**config.mk**
```make
export PLATFORM = sky130hd
export DESIGN_NAME = atomic_mem_responder
export DESIGN_NICKNAME = d
export VERILOG_FILES = /design/src/rtl/atomic_mem_responder.sv
export SDC_FILE = /design/constraint.sdc
export NUM_CORES = 1
export LEC_CHECK = 0
export CAP_MARGIN = 20
export CORE_MARGIN = 1.5
export CORE_UTILIZATION = 39
export DETAILED_ROUTE_END_ITERATION = 10
export PLACE_DENSITY = 0.78
export SYNTH_ARGS = -nofsm -noshare
export SYNTH_HDL_FRONTEND = slang
export SYNTH_SLANG_ARGS = --single-unit
```
**constraint.sdc**
```tcl
create_clock -name CLK -period 3.6 [get_ports CLK]
set_clock_uncertainty 0.05 [all_clocks]
set_input_delay 1.08 -clock CLK [delete_from_list [all_inputs] [get_ports CLK]]
set_output_delay 1.08 -clock CLK [all_outputs]
set_load 0.01 [all_outputs]
```
**src/rtl/atomic_mem_responder.sv**
```systemverilog
// atomic_mem_responder: memory-stage data responder with LL/SC support.
// LW/SW go straight to the dcache. LL/SC use a single-entry link register.
// The reservation is cleared by coherence invalidates, local stores, halt,
// and, when RSV_TIMEOUT_EN is defined, by a lifetime down-counter.
// Optional feature macro: RSV_TIMEOUT_EN.
module atomic_mem_responder #(
  parameter int ADDR_W      = 32,
  parameter int DATA_W      = 32,
  parameter int RSV_TIMEOUT = 1024
) (
  input  logic              CLK,
  input  logic              RST,
  input  logic              MemRead,
  input  logic              MemWrite,
  input  logic              datomic,
  input  logic [ADDR_W-1:0] mem_addr,
  input  logic [DATA_W-1:0] mem_wdata,
  input  logic              mem_halt,
  output logic              mem_done,
  output logic [DATA_W-1:0] mem_rdata,
  output logic              dREN,
  output logic              dWEN,
  output logic [ADDR_W-1:0] daddr,
  output logic [DATA_W-1:0] dstore,
  input  logic              dhit,
  input  logic [DATA_W-1:0] dload,
  input  logic              ccinv,
  input  logic [ADDR_W-1:0] ccsnoopaddr,
  output logic              link_valid
);

  typedef enum logic [1:0] {IDLE, READ, WRITE, SCFAIL} state_t;

  state_t            state;
  logic              req_atomic;
  logic [ADDR_W-1:0] link_addr;
  logic              link_kill;
  logic              ll_kill;
  logic              ll_set;
  logic              sc_ok;
  logic              expire;

  // Word-granular compare; byte offset bits never matter for reservations.
  function automatic logic word_match(input logic [ADDR_W-1:0] a,
                                      input logic [ADDR_W-1:0] b);
    return a[ADDR_W-1:2] == b[ADDR_W-1:2];
  endfunction

  // Events that kill the current reservation this cycle.
  assign link_kill = (ccinv & word_match(ccsnoopaddr, link_addr)) | mem_halt | expire;
  // Events that prevent an LL completing this cycle from taking the link.
  assign ll_kill   = mem_halt | (ccinv & word_match(ccsnoopaddr, daddr));
  assign ll_set    = (state == READ) & dhit & req_atomic & ~ll_kill;
  // SC only proceeds to the dcache if the link is still good after this cycle.
  assign sc_ok     = link_valid & word_match(mem_addr, link_addr) & ~link_kill;

`ifdef RSV_TIMEOUT_EN
  localparam int CNT_W = $clog2(RSV_TIMEOUT + 1);
  logic [CNT_W-1:0] rsv_cnt;

  // Reservation lifetime counter: loaded by LL, counts down while linked.
  always_ff @(posedge CLK or posedge RST) begin
    if (RST) begin
      rsv_cnt <= '0;
    end else if (ll_set) begin
      rsv_cnt <= CNT_W'(RSV_TIMEOUT);
    end else if (link_valid && rsv_cnt != '0) begin
      rsv_cnt <= rsv_cnt - 1'b1;
    end
  end

  assign expire = link_valid & (rsv_cnt == CNT_W'(1));
`else
  assign expire = 1'b0;
`endif

  // Request FSM; dcache strobes, address and store data are registered.
  always_ff @(posedge CLK or posedge RST) begin
    if (RST) begin
      state      <= IDLE;
      dREN       <= 1'b0;
      dWEN       <= 1'b0;
      daddr      <= '0;
      dstore     <= '0;
      req_atomic <= 1'b0;
    end else begin
      case (state)
        IDLE: begin
          if (!mem_halt && (MemRead || MemWrite)) begin
            daddr      <= mem_addr;
            dstore     <= mem_wdata;
            req_atomic <= datomic;
            // Read+write together is illegal; the write takes precedence.
            if (MemWrite) begin
              if (!datomic || sc_ok) begin
                state <= WRITE;
                dWEN  <= 1'b1;
              end else begin
                state <= SCFAIL;
              end
            end else begin
              state <= READ;
              dREN  <= 1'b1;
            end
          end
        end
        READ: begin
          if (dhit) begin
            state <= IDLE;
            dREN  <= 1'b0;
          end
        end
        WRITE: begin
          if (dhit) begin
            state <= IDLE;
            dWEN  <= 1'b0;
          end
        end
        default: state <= IDLE;
      endcase
    end
  end

  // Link register: clears on kill events, set by LL completion, dropped by stores/SC.
  always_ff @(posedge CLK or posedge RST) begin
    if (RST) begin
      link_valid <= 1'b0;
      link_addr  <= '0;
    end else begin
      if (link_kill) link_valid <= 1'b0;
      case (state)
        READ: begin
          if (dhit && req_atomic) begin
            if (ll_kill) begin
              link_valid <= 1'b0;
            end else begin
              link_valid <= 1'b1;
              link_addr  <= daddr;
            end
          end
        end
        WRITE: begin
          if (dhit && (req_atomic || word_match(daddr, link_addr))) link_valid <= 1'b0;
        end
        SCFAIL: link_valid <= 1'b0;
        default: ;
      endcase
    end
  end

  // Completion pulse coincides with dhit so load data is returned unbuffered.
  assign mem_done = (((state == READ) || (state == WRITE)) && dhit) || (state == SCFAIL);

  // Load data, or the SC success flag for the MemtoReg writeback path.
  always_comb begin
    mem_rdata = '0;
    if (state == READ && dhit)                     mem_rdata = dload;
    else if (state == WRITE && dhit && req_atomic) mem_rdata = {{(DATA_W-1){1'b0}}, 1'b1};
  end

endmodule
```
==> results of run 1 <==
final timing paths:
check / endpoint / cells after the start / start / slack, ns
min in group asynchronous: daddr[30]$_DFFE_PP0P_ / 2 / RST / 0.96
worst max-delay path: mem_rdata[0] / 5 / dload[0] / 0.09
worst min-delay path: dstore[11]$_DFFE_PP0P_ / 1 / dstore[11]$_DFFE_PP0P_ / 0.45
max in group asynchronous: daddr[25]$_DFFE_PP0P_ / 3 / RST / 1.85
worst max register to register: link_addr[26]$_DFFE_PP0P_ / 8 / daddr[10]$_DFFE_PP0P_ / 1.03
worst min register to register: dstore[11]$_DFFE_PP0P_ / 1 / dstore[11]$_DFFE_PP0P_ / 0.45
metrics by stage:
step	worst slack, ns	hold WS, ns	utilization (%)
after floorplan	0.734	0.475	-
after global placement	-0.0475	0.438	58.7
after detailed placement	-0.0695	0.443	58.7
after CTS	0.0702	0.459	61.0
after global routing	0.00158	0.466	61.0
final	0.0903	0.454	61.0
layout make-up:
| type | instances | area, um2 |
|---|---|---|
| Fill cell | 1083 | 5390 |
| Inverter | 7 | 30.0 |
| Clock inverter | 7 | 66.3 |
| Antenna cell | 2 | 5.00 |
| Clock buffer | 9 | 225 |
| Multi-Input combinational cell | 330 | 2870 |
| Sequential cell | 100 | 2500 |
| Tap cell | 180 | 225 |
| Timing Repair Buffer | 249 | 2510 |
sequential cells by signal, summed over array words and instances (netlist names):
name and flops:
link_addr 30, dstore 32, state 2, dREN 1, dWEN 1, daddr 32, req_atomic 1, link_valid 1
kinds of logic after synthesis:
| group | Yosys count |
|---|---|
| muxes | 96 |
| buffers and inverters | 27 |
| adders and majority gates | 5 |
| and+or+nand+nor | 91 |
| xor gates and xnor gates | 120 |
| AOI/OAI and AO/OA | 18 |
| DFF | 100 |
power by group through the flow:
stage          Clock, mW  Combinational (mW)  Sequential (mW)
2_1_floorplan          0                1.65             2.42
4_1_cts            0.979                3.31             2.39
5_1_grt             1.02                3.52             2.49
3_3_place_gp           0                3.22             2.36
3_5_place_dp           0                3.27             2.41
6_report           0.952                3.29             2.40
worst register-to-register path, delay by kind of cell (launching register included):
kind | cells | cell delay [ns]
and+or+nand+nor | 4 | 1.02
muxes | 1 | 0.31
xor gates and xnor gates | 1 | 0.25
DFF | 1 | 0.45
buffers and inverters | 2 | 0.37
per-layer routing:
layer	GRT usage (%)	part of all wire, %	up-vias
met5	0	0	-
met4	10.3	2.6	0
met3	3.93	7.3	24
met2	39.9	51	174
met1	27.4	39	2239
li1	-	-	2086
cells in the final DEF (no fill, tap or decap), drive strengths merged, types with 2 or more instances in the layout:
cell | netlist | routed
clkdlybuf4s50 | 0 | 232
dfrtp | 100 | 100
mux2 | 96 | 96
xnor2 | 71 | 71
xor2 | 49 | 49
and3 | 31 | 31
nand4 | 22 | 22
nor4 | 15 | 15
buf | 9 | 15
nand2 | 11 | 11
inv | 7 | 10
clkbuf | 11 | 9
o21ai | 5 | 5
ha | 5 | 5
a21oi | 3 | 3
clkinv | 0 | 3
or4 | 3 | 3
nor3 | 3 | 3
diode | 0 | 2
nor2 | 2 | 2
==> reports/qor.yml, run 1 <==
status: "completed"
yosys-mux-area-fraction_pct: 19.8
num_rows: 43
synth_compound_area_share_pct: 2.12
cts_htree_levels: 3
ant_nets: 0
p_total_mw: 6.64
dp_cells: 865
dr.first_iter.drc_count: 183
grtUsageTotal_pct: 22.8
powerDensity_nw_per_um2: 787
switching_share_pct: 37.3
synth_top_cell_area_share_pct: 45.5
synth_top_family_by_area: "multiplexers"
ir_worst_vdd_mv: 0.459
drive_above_1_share_pct: 18.9
clk_path_buf_depth: 2
antenna_found_initial: 2
drt_wl_total_um: 16600
finalNetCount: 838
start_util_pct: 39.8
syn-instance-count: 457
grt_pass1_wl_um: 25500
synthXorXnorAreaFrac_pct: 19.1
hold_path.class: "reg2reg"
yosysMostFrequentCell: "dfrtp_1"
setup_viol: 0
synth-simple-area-share_pct: 9.97
synth-seq-cells: 100
placed_cell_area_um2: 8110
cp_top_family: "buffers and inverters"
seq_power_share_pct: 36.2
path_common_cell: "clkdlybuf4s50_1"
cts_tree: "done"
drt_pass1_iterations: 4
pwr-share-clk_pct: 14.3
worstSetupPathType: "in2out"
cts_resized: 1
clock.fmax_mhz: 285
finalCriticalPeriod_ns: 3.51
p_leak_nw: 3.44
finalMaxSlewViolations: 0
cpMaxStageDelayCell: "clkdlybuf4s50_1"
yosys.cell_types.count: 37
port_buffers: 233
areaGrowthSynthToFinish_pct: 53.6
final_cells: 884
ys_seq_area_share_pct: 45.5
hold_viol_final: 0
critPathLaunchType: "primary input"
clkTransAtPathRegs_ns: 0.07
gp_congestion: 0.987
ys.flop_type: "dfrtp_1"
grt_pass1_vias: 4725
pin_count: 236
dpl.hpwl_um: 13000
ys_top_cells_by_count: "100 x dfrtp_1, 94 x mux2_2, 71 x xnor2_1"
worstSkewPairLatency_ns: 0.35
synth_area_um2: 5500
drc: 0
routed_via_density: 5.12
p_int_mw: 4.17
fp.dieW_um: 122
relSlewSlack_pct: 65.5
crit_buf_inv: 2
ys_async_sr_fraction_pct: 100
cap_viol_max_count: 0
die_y_um: 122
grt.overflow.total: 0
fin_setup_tns_ns: 0
design.die.area_um2: 14800
cts_sinks: 100
crit_fanout: 1
path_cells: "clkdlybuf4s50_1 -> nand2_1 -> o21ai_0 -> and2_1 -> clkdlybuf4s50_1"
post_cts_buffers: 0
finalCritPeriodShare_pct: 97.5
num_vias: 4523
synthAdderAreaFrac_pct: 1.14
grt_max_degree: 46
cts_hold_buffers: 0
rsz0062_at_grt: "no"
p_sw_mw: 2.48
clockRootBuffer: "clkbuf_16"
synth_edf_count: 0
synthTopCellsByArea: "dfrtp_1 46%, mux2_2 19%, xnor2_1 11%"
avgSynthCellArea_um2: 12.0
required_ns: 2.47
combinationalPowerShare_pct: 49.5
ys_warn_count: 0
numCtsBuffers: 9
max_stage_delay_ns: 0.52
synth.largest_area_cell: "dfrtp_1"
synthesis.nets: 598
fp.coreArea_um2: 13800
fin_area_um2: 8440
arrival_ns: 2.38
worstMarginPinSlew_ns: 0.513
endpoint_kind: "output pin"
post_drt_wl_per_cell_um: 18.8
No activity file was read; power rests on OpenSTA's default activity.
==> run 2: changes to the inputs <==
- CORE_UTILIZATION: 39 -> 50
- DONT_BUFFER_PORTS: not set -> 1
- PLACE_DENSITY: 0.78 -> 0.68
==> run 2 against run 1 <==
- non-clock buffer count shrank 245
- cell area shrank 31%
- utilization shrank 7.2 points
- register-to-register slack lost 0.16 ns
- count of clock-buffer cells in the layout grew 2
- combinational power shrank 40%
- die area shrank 21%
- fmax grew 12%
- sequential share of layout area grew 13 points
- clock power shrank 30%
- critical path depth shrank 1
- cell count shrank 32%
- largest power group is now registers
==> reports/qor.yml, run 2 (same netlist as run 1, synthesis figures left out) <==
status: "completed"
max_stage_delay_ns: 0.71  # +0.19 ns
worstMarginPinSlew_ns: 0.818  # +0.305 ns
setup_viol: 0  # unchanged
hold_viol_final: 0  # unchanged
clock.fmax_mhz: 319  # +12%
cp_top_family: "adder cells"
finalCritPeriodShare_pct: 87.1  # -10 points
hold_depth: 2  # +1
combinationalPowerShare_pct: 37.4  # -12 points
grt.overflow.total: 0  # unchanged
num_vias: 3528  # -22%
nFillCells: 942  # -13%
clk_path_buf_depth: 2  # unchanged
ant_nets: 0  # unchanged
num_rows: 38  # -12%
p_leak_nw: 2.42  # -30%
endpoint_kind: "output pin"
design.die.area_um2: 11600  # -21%
finalNetCount: 593  # -29%
finish.utilization_pct: 53.8  # -7.2 points
clockRootBuffer: "clkbuf_8"
cts_htree_levels: 3  # unchanged
dr.first_iter.drc_count: 97  # -47%
ir_worst_vdd_mv: 0.404  # -12%
p_sw_mw: 2.18  # -12%
r2r_end: "link_addr[30]$_DFFE_PP0P_"
numCtsBuffers: 9  # unchanged
start_util_pct: 50.9  # +11 points
fp.coreArea_um2: 10800  # -22%
routed_via_density: 5.91  # +15%
fp.dieW_um: 108  # -11%
r2r_start: "daddr[27]$_DFFE_PP0P_"
cap_viol_max_count: 0  # unchanged
relSlewSlack_pct: 45.5  # -20 points
cts_sinks: 100  # unchanged
pin_count: 236  # unchanged
clkTransAtPathRegs_ns: 0.09  # +0.02 ns
switching_share_pct: 41.5  # +4.2 points
layout_commonest_cell: "dfrtp_1"
fin_setup_tns_ns: 0  # unchanged
drive_above_1_share_pct: 26.3  # +7.3 points
cpMaxStageDelayCell: "ha_1"
reg.largest.list: "daddr x32, dstore x32, link_addr x30"
grt_pass1_vias: 3672  # -22%
layout_common_cells: "100 x dfrtp_1, 94 x mux2_2, 71 x xnor2_1, 49 x xor2_1, 31 x and3_1"
die_y_um: 108  # -11%
dpl.hpwl_um: 11100  # -15%
dp_cells: 581  # -33%
required_ns: 2.47  # about the same
powerDensity_nw_per_um2: 904  # +15%
pwr-share-clk_pct: 12.7  # -1.6 points
worstSetupPathType: "reg2out"
antenna_found_initial: 1  # -1
cts_hold_buffers: 0  # unchanged
rrSetupSlack_ns: 0.87  # -0.16 ns
post_cts_buffers: 0  # unchanged
grt_max_degree: 55  # +20%
diodes: 0  # -2
cts_tree: "done"
drt_wl_total_um: 14100  # -15%
hold_path.class: "reg2reg"
areaGrowthSynthToFinish_pct: 5.74
post_drt_wl_per_cell_um: 23.6  # +25%
critPathLaunchType: "flip-flop"
seq_power_share_pct: 49.9  # +14 points
p_int_mw: 3.07  # -26%
gp_congestion: 0.881  # -11%
r2r_cells: 7  # -1
drc: 0  # unchanged
min_to: "dREN$_DFFE_PP0P_"
crit_fanout: 36  # +35
min_from: "dREN$_DFFE_PP0P_"
finalCriticalPeriod_ns: 3.13  # -0.375 ns
port_buffers: 0  # -100%
crit_buf_inv: 1  # -1
drt_pass1_iterations: 4  # unchanged
finalMaxSlewViolations: 0  # unchanged
p_total_mw: 5.25  # -21%
arrival_ns: 2.00  # -0.38 ns
path_cells: "inv_1 -> ha_1 -> o21ai_0 -> and2_1"
grtUsageTotal_pct: 24.5  # +1.8 points
cts_resized: 0  # -1
setup.worst_path.start: "state[1]$_DFFE_PP0P_"
final_cells: 597  # -32%
grt_pass1_wl_um: 20700  # -19%
worstSkewPairLatency_ns: 0.37  # +0.02 ns
rsz0062_at_grt: "no"
[run 2: cell count changes in the layout (fill, tap and decap cells not counted), moves of 2 or more]
cell and change:
diode_2 -2, clkinv_4 -3, clkbuf_16 -9, inv_8 -2
buf_4 -10, clkinv_2 +2, clkbuf_8 +10, clkdlybuf4s50_1 -232
[run 2: cell type report]
| class | instances | area [um2] | share of cell area, % |
|---|---|---|---|
| Clock buffer | 11 | 141 | 2.43 |
| Inverter | 7 | 30.0 | 0.517 |
| Clock inverter | 5 | 35.0 | 0.603 |
| Multi-Input combinational cell | 330 | 2870 | 49.4 |
| Tap cell | 140 | 175 | 3.01 |
| Timing Repair Buffer | 4 | 55.1 | 0.947 |
| Sequential cell | 100 | 2500 | 43.1 |
[run 2: through the flow]
stage	hold slack (ns)	worst slack, ns	cell area, um2
4_1_cts	0.538	0.439	5810
3_5_place_dp	0.516	0.304	5640
3_3_place_gp	0.506	0.312	5640
2_1_floorplan	0.475	0.734	5500
6_report	0.529	0.466	5810
5_1_grt	0.549	0.211	5810
[run 2: worst max-delay path by stage]
stage                                           end  depth (start not counted)
after CTS                              mem_rdata[0]                          4
after global placement    link_addr[26]$_DFFE_PP0P_                          7
final                                  mem_rdata[0]                          4
after global routing                   mem_rdata[0]                          5
after detailed placement  link_addr[30]$_DFFE_PP0P_                          7
after floorplan                       mem_rdata[18]                          3
[run 2: layer usage]
layer  routed length (um)  track usage, %  up-vias
li1                     -               -     1600
met1                 5170            26.9     1741
met2                 7520            44.8      175
met3                 1270            9.08       12
met4                  138            5.73        0
met5                    0               0        -
[run 2: power by group through the flow]
stage	clock [mW]	sequential [mW]	combinational [mW]
after floorplan	0	2.42	1.65
after global placement	0	2.62	1.91
after detailed placement	0	2.64	1.97
after CTS	0.687	2.62	1.98
after global routing	0.730	2.72	2.16
final	0.668	2.62	1.96
[run 2: worst reg2reg max path: stages (launching register included)]
cell and delay (ns):
dfrtp_1 0.49, xnor2_1 0.26, nand4_1 0.11, or4_1 0.56, nor4_2 0.48, nor3_4 0.04
buf_4 0.27, mux2_4 0.36
==> run 3: changes to the inputs <==
- CORE_MARGIN: 1.5 -> 3
- CTS_CLUSTER_SIZE: not set -> 14
- HOLD_SLACK_MARGIN: not set -> 0.03
==> run 3 against run 2 <==
- count of clock-buffer cells in the layout decreased by 1
- combinational power up 3%
- fmax shrank 1.5%
- sequential share of layout area is 0.33 points lower
- clock power grew 17%
- largest power group unchanged
==> reports/qor.yml, run 3 (same netlist as run 1, synthesis figures left out) <==
status: "completed"
hold_path.class: "reg2reg"
drt_wl_total_um: 14300  # +1.8%
relSlewSlack_pct: 43.2  # -2.2 points
grt_pass1_vias: 3826  # +4.2%
fp.dieW_um: 111  # +2.8%
fin_setup_tns_ns: 0  # unchanged
cts_hold_buffers: 0  # unchanged
finalCritPeriodShare_pct: 88.4  # +1.3 points
routed_via_density: 5.96  # +0.79%
die_y_um: 111  # +2.8%
pin_count: 236  # unchanged
arrival_ns: 2.05  # +0.05 ns
ant_nets: 0  # unchanged
post_drt_wl_per_cell_um: 24.1  # +2.1%
hold_depth: 1  # -1
cts_htree_levels: 3  # unchanged
drive_above_1_share_pct: 26.4  # +0.16 points
worstMarginPinSlew_ns: 0.851  # +0.0337 ns
whs_ns: 0.536  # +0.00719 ns
clockRootBuffer: "clkbuf_8"
grtUsageTotal_pct: 23.4  # -1.1 points
cts_tree: "done"
grt_max_degree: 40  # -27%
required_ns: 2.47  # about the same
drt_pass1_iterations: 4  # unchanged
fin_area_um2: 5860  # +0.78%
p_leak_nw: 2.43  # +0.57%
finalNetCount: 594  # +0.17%
fp.coreArea_um2: 10500  # -2.6%
dr.first_iter.drc_count: 111  # +14%
finalCriticalPeriod_ns: 3.18  # +0.0466 ns
grt.overflow.total: 0  # unchanged
nFillCells: 929  # -1.4%
worstSetupPathType: "reg2out"
dp_cells: 578  # -0.52%
antenna_found_initial: 1  # unchanged
drc: 0  # unchanged
cts_sinks: 100  # unchanged
powerDensity_nw_per_um2: 920  # +1.8%
cap_viol_max_count: 0  # unchanged
clk_path_buf_depth: 2  # unchanged
hold_viol_final: 0  # unchanged
numCtsBuffers: 9  # unchanged
critPathLaunchType: "flip-flop"
timing.final.ws_setup_ns: 0.419  # -0.0466 ns
clkTransAtPathRegs_ns: 0.09  # about the same
finalMaxSlewViolations: 0  # unchanged
rsz0062_at_grt: "no"
placed_cell_area_um2: 5640  # about the same
p_total_mw: 5.39  # +2.6%
endpoint_kind: "output pin"
crit_fanout: 36  # unchanged
clock.fmax_mhz: 314  # -1.5%
ir_worst_vdd_mv: 0.418  # +3.4%
setup_viol: 0  # unchanged
pre_cts_slack_ns: 0.353  # +0.0484 ns
worstSkewPairLatency_ns: 0.36  # about the same
layout_common_cells: "100 x dfrtp_1, 94 x mux2_2, 71 x xnor2_1, 49 x xor2_1, 31 x and3_1"
gp_congestion: 0.832  # -5.5%
areaGrowthSynthToFinish_pct: 6.56
finish.utilization_pct: 55.7  # +1.9 points
design.die.area_um2: 12300  # +5.6%
port_buffers: 0  # unchanged
r2r_cells: 7  # unchanged
num_vias: 3544  # +0.45%
reg.largest.list: "daddr x32, dstore x32, link_addr x30"
grt_pass1_wl_um: 22100  # +6.8%
start_util_pct: 52.3  # +1.4 points
final_cells: 595  # -0.34%
layout_commonest_cell: "dfrtp_1"
dpl.hpwl_um: 11400  # +3.1%
num_rows: 37  # -2.6%
post_cts_buffers: 0  # unchanged
cts_resized: 0  # unchanged
-- run 3: area by class of cell --
cell class	count	area, um2	share of cell area [%]
Multi-Input combinational cell	330	2870	49.0
Sequential cell	100	2500	42.7
Tap cell	136	170	2.91
Clock buffer	10	128	2.18
Clock inverter	6	88.8	1.52
Timing Repair Buffer	5	62.6	1.07
Inverter	7	30.0	0.513
Antenna cell	1	2.50	0.0427
-- run 3: report_power, final --
group / total (mW) / internal [mW] / switching [mW]
sequential: 2.60 / 1.68 / 0.922
combinational: 2.01 / 1.12 / 0.886
clock: 0.779 / 0.392 / 0.387
-- run 3: worst max-delay path: stages, from the launching register on --
cell     delay, ns
dfrtp_1       0.41
inv_1         0.13
ha_1          0.73
o21ai_0       0.19
and2_1        0.22
-- run 3: metal layers --
layer,up-vias,GRT usage (%),part of all wire (%)
li1,1597,-,-
met1,1766,27.5,38
met2,166,39.6,50
met3,15,8.84,9.7
met4,0,7.55,1.8
met5,-,0,0
-- run 3: final timing paths --
| path | startpoint | endpoint | slack, ns |
|---|---|---|---|
| max in group asynchronous | RST | daddr[18]$_DFFE_PP0P_ | 2.02 |
| worst min-delay path | dstore[29]$_DFFE_PP0P_ | dstore[29]$_DFFE_PP0P_ | 0.54 |
| min in group asynchronous | RST | daddr[21]$_DFFE_PP0P_ | 0.67 |
| worst max register to register | daddr[17]$_DFFE_PP0P_ | link_addr[30]$_DFFE_PP0P_ | 0.86 |
| worst min register to register | dstore[29]$_DFFE_PP0P_ | dstore[29]$_DFFE_PP0P_ | 0.54 |
| worst max-delay path | state[1]$_DFFE_PP0P_ | mem_rdata[0] | 0.42 |
